==> src/rtl/router_stat_pkg.sv <==
// Shared types and constants for the mesh router statistics collector.
package router_stat_pkg;

  localparam int unsigned stat_num         = 4;
  localparam int unsigned stat_seq_width   = 8;
  localparam int unsigned stat_dir_width   = 4;
  localparam int unsigned stat_value_width = 32;

  localparam logic [1:0] tag_start_op  = 2'b10;
  localparam logic [1:0] tag_finish_op = 2'b11;

  typedef enum logic [1:0] {
    IDLE_STAT  = 2'd0,
    UTIL_STAT  = 2'd1,
    STALL_STAT = 2'd2,
    ARB_STAT   = 2'd3
  } router_stat_e;

  // Counter values narrower than stat_value_width are zero-extended.
  typedef struct packed {
    logic [stat_seq_width-1:0]   seq;
    logic [stat_dir_width-1:0]   dir;
    router_stat_e                stat;
    logic [stat_value_width-1:0] value;
  } router_stat_rec_s;

  // Lowest enabled statistic index in an emission mask.
  function automatic logic [1:0] first_stat(input logic [3:0] mask);
    logic [1:0] idx;
    idx = 2'd0;
    for (int k = 3; k >= 0; k--) begin
      if (mask[k]) idx = 2'(k);
    end
    return idx;
  endfunction

endpackage

==> src/rtl/router_stat_dir_ctr.sv <==
// Event decode and four saturating statistic counters for one router output.
module router_stat_dir_ctr
  import router_stat_pkg::*;
#(
  parameter int unsigned inputs_p        = 5,
  parameter int unsigned ctr_width_p     = 32,
  parameter bit          clear_on_snap_p = 1'b1
) (
  input  logic                                  clk_i,
  input  logic                                  reset_n_i,
  input  logic [inputs_p-1:0]                   req,
  input  logic [inputs_p-1:0]                   yumi,
  input  logic                                  enable,
  input  logic                                  snap,
  output logic [stat_num-1:0][ctr_width_p-1:0]  ctr
);

  logic any_req;
  logic grant;
  logic multi_req;
  logic [stat_num-1:0] inc;

  assign any_req   = |req;
  assign grant     = |(req & yumi);
  assign multi_req = |(req & (req - inputs_p'(1)));

  always_comb begin
    inc = '0;
    if (enable) begin
      inc[IDLE_STAT]  = !any_req;
      inc[UTIL_STAT]  = grant;
      inc[STALL_STAT] = any_req && !grant;
      inc[ARB_STAT]   = multi_req && grant;
    end
  end

  // In clear mode a snapshot restarts the window with this cycle's event.
  always_ff @(posedge clk_i) begin
    if (!reset_n_i) begin
      ctr <= '0;
    end else begin
      for (int k = 0; k < stat_num; k++) begin
        if (snap && clear_on_snap_p) begin
          ctr[k] <= ctr_width_p'(inc[k]);
        end else if (inc[k] && (ctr[k] != '1)) begin
          ctr[k] <= ctr[k] + ctr_width_p'(1);
        end
      end
    end
  end

endmodule

==> src/rtl/mesh_router_stat_collector.sv <==
// Per-output router traffic statistics with tag-gated counting and a
// snapshot/drain engine streaming records over a valid/yumi interface.
module mesh_router_stat_collector
  import router_stat_pkg::*;
#(
  parameter int unsigned dims_p          = 2,
  parameter int unsigned ctr_width_p     = 32,
  parameter int unsigned period_p        = 250,
  parameter logic [3:0]  stat_mask_p     = 4'b1111,
  parameter bit          clear_on_snap_p = 1'b1,
  localparam int unsigned dirs_lp        = 1 + 2*dims_p
) (
  input  logic                         clk_i,
  input  logic                         reset_n_i,
  input  logic [dirs_lp*dirs_lp-1:0]   req_i,
  input  logic [dirs_lp*dirs_lp-1:0]   yumi_i,
  input  logic                         tag_v_i,
  input  logic [31:0]                  tag_i,
  output logic                         out_v_o,
  output router_stat_rec_s             out_data_o,
  input  logic                         out_yumi_i,
  output logic                         overrun_o
);

  localparam int unsigned dir_width_lp    = $clog2(dirs_lp);
  localparam int unsigned period_width_lp = (period_p > 1) ? $clog2(period_p) : 1;
  localparam logic [1:0]  first_stat_lp   = first_stat(stat_mask_p);
  localparam logic [0:0]  st_idle         = 1'b0;
  localparam logic [0:0]  st_drain        = 1'b1;

  logic [stat_num-1:0][ctr_width_p-1:0] ctr      [dirs_lp];
  logic [stat_num-1:0][ctr_width_p-1:0] shadow_r [dirs_lp];

  logic [0:0]                 state_r, state_n;
  logic [dir_width_lp-1:0]    dir_r, dir_n;
  logic [1:0]                 stat_r, stat_n;
  router_stat_rec_s           rec_r, rec_n;
  logic [stat_seq_width-1:0]  seq_r;
  logic [period_width_lp-1:0] period_r;
  logic                       enable_r;
  logic                       overrun_r;
  logic                       out_v_r;

  logic start_tag, finish_tag, period_hit, trigger, snap;
  logic nxt_found;
  logic [1:0] nxt_stat;
  logic unused_tag;

  assign unused_tag = ^tag_i[29:0];
  assign start_tag  = tag_v_i && (tag_i[31:30] == tag_start_op);
  assign finish_tag = tag_v_i && (tag_i[31:30] == tag_finish_op);
  assign period_hit = (period_p != 0) && enable_r &&
                      (period_r == period_width_lp'(period_p - 1));
  assign trigger    = tag_v_i || period_hit;
  assign snap       = trigger && (state_r == st_idle);

  for (genvar o = 0; o < dirs_lp; o++) begin : g_dir
    router_stat_dir_ctr #(
      .inputs_p       (dirs_lp),
      .ctr_width_p    (ctr_width_p),
      .clear_on_snap_p(clear_on_snap_p)
    ) u_ctr (
      .clk_i    (clk_i),
      .reset_n_i(reset_n_i),
      .req      (req_i[o*dirs_lp +: dirs_lp]),
      .yumi     (yumi_i[o*dirs_lp +: dirs_lp]),
      .enable   (enable_r),
      .snap     (snap),
      .ctr      (ctr[o])
    );
  end

  // Enable, period counter, sequence number, shadow copy and overrun flag.
  always_ff @(posedge clk_i) begin
    if (!reset_n_i) begin
      enable_r  <= 1'b0;
      period_r  <= '0;
      seq_r     <= '0;
      overrun_r <= 1'b0;
      shadow_r  <= '{default: '0};
    end else begin
      if (start_tag)       enable_r <= 1'b1;
      else if (finish_tag) enable_r <= 1'b0;
      if (start_tag) begin
        period_r <= '0;
      end else if (enable_r && (period_p != 0)) begin
        period_r <= period_hit ? '0 : period_r + period_width_lp'(1);
      end
      if (snap) begin
        seq_r    <= seq_r + stat_seq_width'(1);
        shadow_r <= ctr;
      end
      if (trigger && (state_r == st_drain)) overrun_r <= 1'b1;
    end
  end

  // Drain FSM: next state, next walk position and next record.
  always_comb begin
    state_n   = state_r;
    dir_n     = dir_r;
    stat_n    = stat_r;
    rec_n     = rec_r;
    nxt_found = 1'b0;
    nxt_stat  = first_stat_lp;
    for (int k = 0; k < stat_num; k++) begin
      if (!nxt_found && (k > int'(stat_r)) && stat_mask_p[k]) begin
        nxt_stat  = 2'(k);
        nxt_found = 1'b1;
      end
    end
    case (state_r)
      st_idle: begin
        if (snap && (stat_mask_p != 4'b0000)) begin
          state_n     = st_drain;
          dir_n       = '0;
          stat_n      = first_stat_lp;
          rec_n.seq   = seq_r + stat_seq_width'(1);
          rec_n.dir   = '0;
          rec_n.stat  = router_stat_e'(first_stat_lp);
          rec_n.value = stat_value_width'(ctr[0][first_stat_lp]);
        end
      end
      st_drain: begin
        if (out_yumi_i) begin
          if (!nxt_found && (dir_r == dir_width_lp'(dirs_lp - 1))) begin
            state_n = st_idle;
          end else begin
            if (!nxt_found) dir_n = dir_r + dir_width_lp'(1);
            stat_n      = nxt_stat;
            rec_n.dir   = stat_dir_width'(dir_n);
            rec_n.stat  = router_stat_e'(stat_n);
            rec_n.value = stat_value_width'(shadow_r[dir_n][stat_n]);
          end
        end
      end
      default: state_n = st_idle;
    endcase
  end

  always_ff @(posedge clk_i) begin
    if (!reset_n_i) begin
      state_r <= st_idle;
      dir_r   <= '0;
      stat_r  <= '0;
      rec_r   <= '0;
      out_v_r <= 1'b0;
    end else begin
      state_r <= state_n;
      dir_r   <= dir_n;
      stat_r  <= stat_n;
      rec_r   <= rec_n;
      out_v_r <= (state_n == st_drain);
    end
  end

  assign out_v_o    = out_v_r;
  assign out_data_o = rec_r;
  assign overrun_o  = overrun_r;

endmodule

==> config.mk <==
export PLATFORM = sky130hd
export DESIGN_NAME = mesh_router_stat_collector
export DESIGN_NICKNAME = d
export VERILOG_FILES = /design/src/rtl/router_stat_pkg.sv /design/src/rtl/router_stat_dir_ctr.sv /design/src/rtl/mesh_router_stat_collector.sv
export SDC_FILE = /design/constraint.sdc
export NUM_CORES = 2
export LEC_CHECK = 0
export CAP_MARGIN = 20
export CORE_ASPECT_RATIO = 1.75
export CORE_MARGIN = 2
export CORE_UTILIZATION = 63
export CTS_CLUSTER_DIAMETER = 120
export DETAILED_ROUTE_END_ITERATION = 10
export PLACE_DENSITY = 0.81
export RECOVER_POWER = 25
export SKIP_LAST_GASP = 1
export SLEW_MARGIN = 20
export SYNTH_ARGS = -nofsm -noshare
export SYNTH_HDL_FRONTEND = slang
export SYNTH_SLANG_ARGS = --single-unit
==> constraint.sdc <==
create_clock -name clk_i -period 4 [get_ports clk_i]
set_input_delay 0.8 -clock clk_i [delete_from_list [all_inputs] [get_ports clk_i]]
set_output_delay 0.8 -clock clk_i [all_outputs]
set_load 0.01 [all_outputs]
==> results.ini <==
[setup_path]
cp.arrival_ps = 4360
crit_end = g_dir[4].u_ctr.ctr[88]$_SDFFE_PP0P_
cp-startpoint = enable_r$_SDFFE_PN0P_
r2r_setup_slack_ps = 240
slowest_delay_ps = 930
crit_fanout = 46
cp_cell_sequence = buf_4, nand4b_1, o21ba_1, o21ai_0, buf_12, clkbuf_1, nor2_1
startpoint_type = flop
r2r_end = g_dir[4].u_ctr.ctr[88]$_SDFFE_PP0P_
cpMaxStageDelayCell = o21ai_0
worst-setup-path-type = flop to flop
cp.required_ps = 4610
reg2reg_depth = 7
setup.worst_path.end_class = flop
worstReg2RegStart = enable_r$_SDFFE_PN0P_

[cts]
cts-hold-fix-buffers = 0
cts_setup_buffers = 0
clock_latency_ps = 770
cts_num_sinks = 1336
cts_tree = yes
cts_buffer_depth = 3
cts_resized = 0
htree_levels = 3
numCtsBuffers = 118
clockRootBuffer = clkbuf_16
clkSlewWorstSetupHoldPaths_ps = 70

[flow_run]
max_cap_viol_count = 3

[floorplan]
die_area_um2 = 103000
core_area_um2 = 99200
placementRows = 153
initial_core_util_pct = 63.5
die_h_um = 422
die_x_um = 243
ios = 134

[global_route]
grt_antenna_before_repair = 14
grt-ovfl-total = 0
grt_use_total_pct = 40.7
grt_pass1_wl_mm = 326
grt_max_degree = 223
grt_pass1_vias = 56752

[logic_synthesis]
synth_cell_types = 81
yosysMostFrequentCell = nand2_1
synthArstFlopShare_pct = 0
synth_top_area_cell = dfxtp_1
yosysTopAreaCellShare_pct = 42.5
synthesis.area_um2 = 63000
synth-seq-area-share_pct = 42.5
synthFlopType = dfxtp_1
ys_ff_latch = 1336
synth_edf_count = 0
synthTopCellsByArea = dfxtp_1, nand2_1, a21oi_1, mux4_2, or4_1
syn_area_per_cell_um2 = 8.05
syn-num-nets = 7939
yosys_warnings = 0
synthCells = 7825
synthTopCellsByCount = nand2_1, dfxtp_1, a21oi_1

[sta]
post-route-period-util_pct = 93.9
worst_slew_pin_slew_ps = 2930
rsz0062_at_grt = false
clock_skew_ps = 25.4
totalNegativeSetupSlack_ps = 0
setup_viol = 0
period_needed_ps = 3760
whs_ps = 452
finalHoldViolations = 0
slew_headroom_pct = -95.1
max_freq_mhz = 266
slew_violations = 247

[placed_design]
hpwlAfterDp_mm = 155
port_buffers = 102
place_congestion = 1.04

[route]
wirelength_mm = 214
drt-initial-drc-count = 6340
wl_per_cell_um = 23.5
dr.pass1.iters = 7
ant_nets = 0
vias = 60952
viasPerCell = 6.69
route.detailed.drc = 0

[min_path]
hold_path_startpoint = shadow_r[92]$_SDFFE_PN0P_
hold_path.class = flop to flop

[finish]
nFillCells = 8190
num-nets-final = 7799
drive_gt1_share_pct = 7.12
area_growth_syn_to_layout_pct = 10.4

[power]
powerDensity_nw_per_um2 = 391
power.total_w = 0.0272
max-vdd-ir-drop_mv = 0.396
p_leak_nw = 19.9

[status]
status = complete, but fails checks
violations = capacitance limit, slew limit

[final cells by class]
type,instances,area [um2],share of cell area [%]
Multi-Input combinational cell,5855,33900,48.8
Antenna cell,8,20.0,0.0288
Tap cell,1317,1650,2.37
Inverter,98,375,0.540
Sequential cell,1336,26700,38.5
Clock inverter,61,779,1.12
Clock buffer,159,3380,4.86
Timing Repair Buffer,276,2620,3.76
[critical path: cells and delay by family, from the launching register on]
kind / cells / cell delay [ps]
buf+inv: 3 / 1440
simple gates: 2 / 290
compound gates: 2 / 1410
flops: 1 / 390
[how the worst min path moves through the flow]
stage	slack, ps	end	depth (start not counted)
floorplan	430	shadow_r[606]$_SDFFE_PN0P_	2
global placement	440	shadow_r[474]$_SDFFE_PN0P_	2
detailed placement	440	shadow_r[92]$_SDFFE_PN0P_	2
CTS	450	shadow_r[170]$_SDFFE_PN0P_	2
global route	470	shadow_r[554]$_SDFFE_PN0P_	2
finish	450	shadow_r[92]$_SDFFE_PN0P_	2
[sequential cells by signal, indices dropped and copies added (netlist names)]
name,flops
enable_r,1
out_data_o,33
period_r,8
out_v_o,1
overrun_o,1
shadow_r,640
dir_r,2
seq_r,8
g_dir.u_ctr.ctr,640
stat_r,2
[stage by stage]
| step | utilization [%] | std cells | setup WS [ps] | instance area, um2 |
|---|---|---|---|---|
| global placement | 66.0 | 8881 | 184 | 65400 |
| detailed placement | 66.0 | 8881 | 87.6 | 65400 |
| floorplan | - | 7825 | 1030 | 63000 |
| finish | 70.1 | 9110 | 244 | 69500 |
| global route | 70.1 | 9104 | 140 | 69500 |
| CTS | 70.2 | 9101 | 518 | 69600 |
[power breakdown]
group	leakage [nW]	switching [W]	internal (W)
logic	7.11	0.00103	0.000381
registers	10.8	0.0000562	0.0133
clock network	2.04	0.00544	0.00692
[routing by layer]
metal	vias to the layer above	part of all wire, %	global-route usage (%)
li1	28240	-	-
met1	29012	34	43.6
met2	2841	47	67.3
met3	847	7.9	7.80
met4	12	11	37.8
met5	-	0.036	0
[kinds of logic after synthesis]
family,Yosys count,synth area share [%]
AND/OR/NAND/NOR,3514,27.6
flip-flops,1336,42.5
AO/OA/AOI/OAI,1951,17.9
multiplexers,307,6.80
buffers and inverters,634,3.86
XOR/XNOR,51,0.709
adder cells (fa/ha/maj),31,0.604
other,1,0.00596
[placed cells by master (no fill, tap or decap), types with 34 or more instances in the layout]
cell type	instances
a21oi_1	1135
or2_2	45
clkdlybuf4s50_1	67
nor2_1	150
nor4_1	86
nand4_1	213
o211ai_1	58
or4_1	278
o21ai_0	270
dlygate4sd3_1	34
o31ai_1	243
nand2_1	1782
a31oi_1	37
nand3_1	301
and4_1	84
buf_4	116
mux4_2	95
nor3_1	80
or3_1	256
nand2b_1	78
and3_1	57
clkbuf_16	118
mux2i_1	198
dfxtp_1	1336
inv_1	95
Note: power is estimated with default switching activity, not from simulation.
